--- src/rtl/tbman_arb.sv ---
// Two-requester arbiter in front of the tbman native port.
// One transaction in flight at a time: accept (IDLE) -> tbman strobe (ISSUE) -> completion pulse (RESP).
module tbman_arb #(
  parameter int FIXED_PRIO = 0,
  parameter int ADDR_W     = 16,
  parameter int DATA_W     = 32
) (
  input  logic              clk,
  input  logic              rst_n,

  input  logic              req0_valid,
  input  logic              req0_write,
  input  logic [ADDR_W-1:0] req0_addr,
  input  logic [DATA_W-1:0] req0_wdata,
  output logic              req0_ready,
  output logic              req0_rvalid,
  output logic [DATA_W-1:0] req0_rdata,

  input  logic              req1_valid,
  input  logic              req1_write,
  input  logic [ADDR_W-1:0] req1_addr,
  input  logic [DATA_W-1:0] req1_wdata,
  output logic              req1_ready,
  output logic              req1_rvalid,
  output logic [DATA_W-1:0] req1_rdata,

  output logic              tbman_sel,
  output logic              tbman_write,
  output logic [ADDR_W-1:0] tbman_addr,
  output logic [DATA_W-1:0] tbman_wdata,
  input  logic [DATA_W-1:0] tbman_rdata,

  output logic              busy
);

  typedef enum logic [1:0] {
    S_IDLE,
    S_ISSUE,
    S_RESP
  } state_t;

  state_t            r_state;
  state_t            w_state_nxt;
  logic              r_rr_ptr;
  logic              r_grant_id;
  logic              r_write;
  logic [ADDR_W-1:0] r_addr;
  logic [DATA_W-1:0] r_wdata;
  logic [DATA_W-1:0] r_rdata0;
  logic [DATA_W-1:0] r_rdata1;

  logic              w_gnt_id;
  logic              w_accept;
  logic              w_sel_write;
  logic [ADDR_W-1:0] w_sel_addr;
  logic [DATA_W-1:0] w_sel_wdata;

  // Winner among valid requesters; only meaningful when at least one is valid.
  always_comb begin
    w_gnt_id = 1'b0;
    if (req0_valid && req1_valid) begin
      w_gnt_id = (FIXED_PRIO != 0) ? 1'b0 : r_rr_ptr;
    end else if (req1_valid) begin
      w_gnt_id = 1'b1;
    end
  end

  always_comb begin
    w_sel_write = w_gnt_id ? req1_write : req0_write;
    w_sel_addr  = w_gnt_id ? req1_addr  : req0_addr;
    w_sel_wdata = w_gnt_id ? req1_wdata : req0_wdata;
  end

  // ready is gated by rst_n so every output reads 0 while reset is held.
  always_comb begin
    w_state_nxt = r_state;
    w_accept    = 1'b0;
    req0_ready  = 1'b0;
    req1_ready  = 1'b0;
    case (r_state)
      S_IDLE: begin
        if (rst_n && (req0_valid || req1_valid)) begin
          w_accept    = 1'b1;
          req0_ready  = ~w_gnt_id;
          req1_ready  = w_gnt_id;
          w_state_nxt = S_ISSUE;
        end
      end
      S_ISSUE: w_state_nxt = S_RESP;
      S_RESP:  w_state_nxt = S_IDLE;
      default: w_state_nxt = S_IDLE;
    endcase
  end

  always_ff @(posedge clk or negedge rst_n) begin
    if (!rst_n) begin
      r_state    <= S_IDLE;
      r_rr_ptr   <= 1'b0;
      r_grant_id <= 1'b0;
    end else begin
      r_state <= w_state_nxt;
      if (w_accept) begin
        r_grant_id <= w_gnt_id;
        r_rr_ptr   <= ~w_gnt_id;
      end
    end
  end

  // tbman fields only move on acceptance, so they hold while sel is low.
  always_ff @(posedge clk or negedge rst_n) begin
    if (!rst_n) begin
      r_write <= 1'b0;
      r_addr  <= '0;
      r_wdata <= '0;
    end else if (w_accept) begin
      r_write <= w_sel_write;
      r_addr  <= w_sel_addr;
      r_wdata <= w_sel_wdata;
    end
  end

  always_ff @(posedge clk or negedge rst_n) begin
    if (!rst_n) begin
      r_rdata0 <= '0;
      r_rdata1 <= '0;
    end else if (r_state == S_ISSUE) begin
      if (r_grant_id) begin
        r_rdata1 <= r_write ? '0 : tbman_rdata;
      end else begin
        r_rdata0 <= r_write ? '0 : tbman_rdata;
      end
    end
  end

  assign tbman_sel   = (r_state == S_ISSUE);
  assign tbman_write = r_write;
  assign tbman_addr  = r_addr;
  assign tbman_wdata = r_wdata;
  assign busy        = (r_state != S_IDLE);
  assign req0_rvalid = (r_state == S_RESP) && !r_grant_id;
  assign req1_rvalid = (r_state == S_RESP) &&  r_grant_id;
  assign req0_rdata  = r_rdata0;
  assign req1_rdata  = r_rdata1;

endmodule
--- config.mk ---
export PLATFORM = sky130hd
export DESIGN_NAME = tbman_arb
export DESIGN_NICKNAME = d
export VERILOG_FILES = /design/src/rtl/tbman_arb.sv
export SDC_FILE = /design/constraint.sdc
export NUM_CORES = 1
export LEC_CHECK = 0
export BUFFER_PORTS_ARGS = -buffer_cell sky130_fd_sc_hd__buf_2
export CAP_MARGIN = 10
export CORE_MARGIN = 2
export CORE_UTILIZATION = 25
export CTS_CLUSTER_SIZE = 14
export DETAILED_ROUTE_END_ITERATION = 6
export HOLD_SLACK_MARGIN = 0.15
export SLEW_MARGIN = 40
export SYNTH_ARGS = -nofsm -noshare
export SYNTH_HDL_FRONTEND = slang
export SYNTH_SLANG_ARGS = --single-unit
--- constraint.sdc ---
create_clock -name clk -period 1.5 [get_ports clk]
set_input_delay 0.15 -clock clk [delete_from_list [all_inputs] [get_ports clk]]
set_output_delay 0.15 -clock clk [all_outputs]
set_load 0.05 [all_outputs]
## Yosys cells after proc, flatten, opt, wreduce, memory -nomap -nowiden

Cells that the tools add are included.
Widths: inputs -> output; s select.

- Register bits after elaboration: 117
- Bits in latches: 0
- Bits in writable memories: 0
- ROM bits: 0
- Bits of input ports: 134
- Output and inout port bits: 119
- Memories: 0

- Add/subtract/negate cells: 0
- Multipliers: 0
- Divide/modulo/power cells: 0
- $lt $le $gt $ge: 0
- Equality and inequality tests: 3
- Shift operators: 0
- Multiplexer cells: 14
- Bitwise operators: 2
- Reductions and logical operators: 10

Operators by type and width:

| kind | number |
|---|---|
| $mux 32 | 2 |
| $mux 16 | 1 |
| $mux 1 | 9 |
| $logic_and 1x1->1 | 4 |
| $pmux 2 s2 | 1 |
| $reduce_and 2->1 | 2 |
| $eq 2x1->1 const B | 1 |
| $eq 2x2->1 const B | 1 |
| $logic_not 2->1 | 1 |
| $mux 2 | 1 |
| $ne 2x2->1 const B | 1 |
| $not 1->1 | 2 |
| $reduce_bool 2->1 | 1 |
| $logic_not 1->1 | 1 |
| $logic_or 1x1->1 | 1 |

## Longest topological paths before layout

- Depth in word-level cells: 5
- Mapped depth: 6
- Depth with buffers taken out: 3

## Worst setup path after synthesis

OpenSTA, ideal clock, no wires.

- Path kind: register to register
- Start point: register r_state[0]
- End point: register r_rr_ptr
- Library setup time: 0.167 ns
- Arrival time: 1.869 ns
- Slack: -0.536 ns
- Stages on the path, launching flop included: 7
- Path buffers: 3
- Clock period less this slack: 2.036 ns
- Path through: dfrtp_1 buf_6 or3b_1 buf_2 buf_6 nor3b_2 a21oi_1

- Cells in the longest elaborated chain, start to end: 2

Ends and longest elaborated chain:

| what | line | source |
|---|---|---|
| start: declaration | 42 | `state_t r_state;` |
| start signal: assignment | 101 | `r_state <= w_state_nxt;` |
| $logic_not 2->1 | 80 | `case (r_state)` |
| $mux 1 | 80 |  |
| end signal: assignment | 104 | `r_rr_ptr <= ~w_gnt_id;` |
| end: declaration | 44 | `logic r_rr_ptr;` |

Every way passes these cells.
A chain may end at the register's enable or synchronous reset.

## Worst setup path in the final report

- Start point: register r_state[1]
- End point: output req1_ready

- Cells in the longest elaborated chain, start to end: 2

Ends and longest elaborated chain:

| what | line | source |
|---|---|---|
| $logic_not 2->1 | 80 |  |
| $mux 1 | 80 |  |
| end: declaration | 23 | `output logic req1_ready,` |

Every way passes these cells.

==> metrics.txt <==
status=finished, violations left; failing checks=negative setup slack; crit-path max FO=3; post-DP HPWL=11200 µm; worst min path class=in -> reg; PD cells=1900 nW/µm²; post-synthesis mux area share=0%; clock tree sinks=117; flops & latches, synth=117; initial antenna violation count=1; Sw Share=48.4%; Sw Pwr=8.61 mW; synthesized cell area=5210 µm²; Die H=148 µm; Seq pwr share=28.7%; CTS tree=done; Core Util, Final=46.0%; row count=52; final worst slack=-310 ps; Chip Width=148 µm; Area growth syn-to-layout=79.8%; Post-Synth XOR/XNOR Area=0%; num ports=253; fmax=552 MHz; peak supply drop=approximately 0.73 mV; vias per cell=4.62; Synth Area in Simple Gates=23.2%; multi-input logic area=2320 µm²; largest family of logic cells by synthesized area=simple AND/OR/NAND/NOR gates; Worst Path Arrival=1660 ps; fin crit period=between 1500 and 2000 ps; global route overflow=0; Die ar.=around 22000 µm²; RSZ-0062 raised after global routing=yes; total CTS buffers=17; pin count of the biggest net entering global routing=65; Mapped Cells=slightly below 500; Initial DRC Count=167; Finish-stage setup viols=70; Slew @ Worst Pin=~550 ps; final hold violations=0; leakage power=4.49 nW; combinational cell fraction of total power=48.6%; fin crit share=121%; total number of vias=around 5400; Cell Count, Final, Fillers Out=around 1200; commonest non-fill, non-tap cell in the layout=buf_2; layout cells sized above 1=46.0%; Antenna Nets Post-Route=0; sequential fraction of the synthesis area=56.2%; number of global-route vias before repair=5653; Placed Area=6850 µm²; Root Driver=clkbuf_16; Mean Syn Cell Area=10.7 µm²; Buffers on Ports=~250; core region area=20400 µm²; placed instance count=986; Compound-Gate Fraction of Synth Area=15.9%; first-pass GRT wire length=30200 µm; initial core utilization=25.6%; fin. max-slew vios=0; Startpoint Class=flip-flop; Final GP Congestion=0.756; Finished Cell Area=9370 µm²; All-Layer GR Usage=between 10% and 20%; DRC violations left=0; Post-Synth Adder-Cell Area=0%; storage element area=2930 µm²; drt pass-1 iters=4; YS warnings=0; Setup crit end kind=output port; number of max-cap violations=0; Detailed Route WL=between 20000 and 25000 µm; CP required=1350 ps; H-tree levels=4; number of fill cells=roughly 1800; clk_skew=16.0 ps; average wire per standard cell=around 17 µm; Power Internal=9.16 mW; crit path kind=reg -> out; clk buf depth=2; Design Power=17.8 mW; Clock transition at path regs=50 ps; Clk pwr share=22.7%; post-synth net total=623; Nets=1014; Clk Latency, worst-skew pair=420 ps; Worst slew margin=between 60 and 70%; Synth cell types=19; most frequent cells in the layout=buf_2 (245), dlygate4sd3_1 (131), dfrtp_1 (116), nand2_1 (101), a221o_1 (49)
path summary, 6_finish.rpt:
| kind | startpoint | endpoint | slack, ps | depth (start not counted) |
|---|---|---|---|---|
| worst max-delay path | r_state[1] | req1_ready | -310 | 3 |
| worst min-delay path | req1_valid | r_rr_ptr | 190 | 3 |
| max in group asynchronous | rst_n | tbman_addr[5] | 250 | 4 |
| min in group asynchronous | rst_n | tbman_wdata[21] | 440 | 3 |
| worst min register to register | req0_rdata[7] | req0_rdata[7] | 470 | 2 |
| worst max register to register | r_state[1] | tbman_wdata[22] | -180 | 6 |
per-layer routing:
metal	up-vias	wire length (µm)	GRT usage [%]
met5	-	0	0
li1	2510	-	-
met3	33	1390	5.09
met2	248	9770	30.0
met1	2581	8380	21.4
met4	0	467	6.52
state kept, by name, summed over array words and instances, names as in the netlist:
signal / count
tbman_write: 1
r_state: 2
r_grant_id: 1
tbman_wdata: 32
r_rr_ptr: 1
req0_rdata: 32
tbman_addr: 16
req1_rdata: 32
kinds of logic (layout without fill, tap and decap cells):
logic type	after synthesis	after routing
compound gates	116	116
other cells	0	1
simple gates	207	207
flops	117	117
buf+inv	49	453
synthesized netlist by cell type (all sizes together):
cell type	n	area share (%)
a21oi	2	0.19
nand2	114	8.2
buf	20	2.6
nand3b	1	0.14
nor3b	4	0.67
clkbuf	26	1.9
nor3	49	9.4
nand2b	32	3.8
or2	1	0.12
inv	3	0.22
dfrtp	117	56
a221o	49	9.4
or3b	2	0.34
and3	1	0.12
o21ai	65	6.2
nor2b	3	0.36
power groups by stage:
stage	sequential [mW]	combinational (mW)	clock, mW
detailed placement	5.07	7.81	0
CTS	5.06	8.35	4.13
finish	5.10	8.63	4.04
floorplan	9.18	1.57	0
global route	5.24	9.10	4.31
global placement	5.06	7.73	0
per-stage QoR:
step	setup TNS [ps]	setup WS, ps	hold slack, ps
global route	-12090	-388	214
finish	-8160	-310	193
CTS	-6290	-319	175
detailed placement	-731	-44.4	252
global placement	-81.0	-12.1	252
floorplan	-1170	-331	-146
timing repair:
action                                  in CTS  in global routing
setup buffers                                7                  3
hold buffers                               131                  0
pin swaps                                    5                 31
hold endpoints to repair                   200                  0
gates resized for setup                     64                 61
endpoints found under the setup margin      52                112
cloned                                       6                  4
final cells by class:
class,count,share of cell area (%)
multi-input cells,323,24.8
well taps,270,3.61
diodes,1,0.0267
inverters,3,0.120
clock buffers,18,4.58
repair buffers,418,34.0
clock inverters,14,1.62
flip-flops and latches,117,31.3
worst max-delay path, stage by stage (launching register included):
cell and delay [ps]:
dfrtp_1 410, or3b_4 430, nor3b_4 230, buf_6 190
Power figures use the tool's default switching activity.
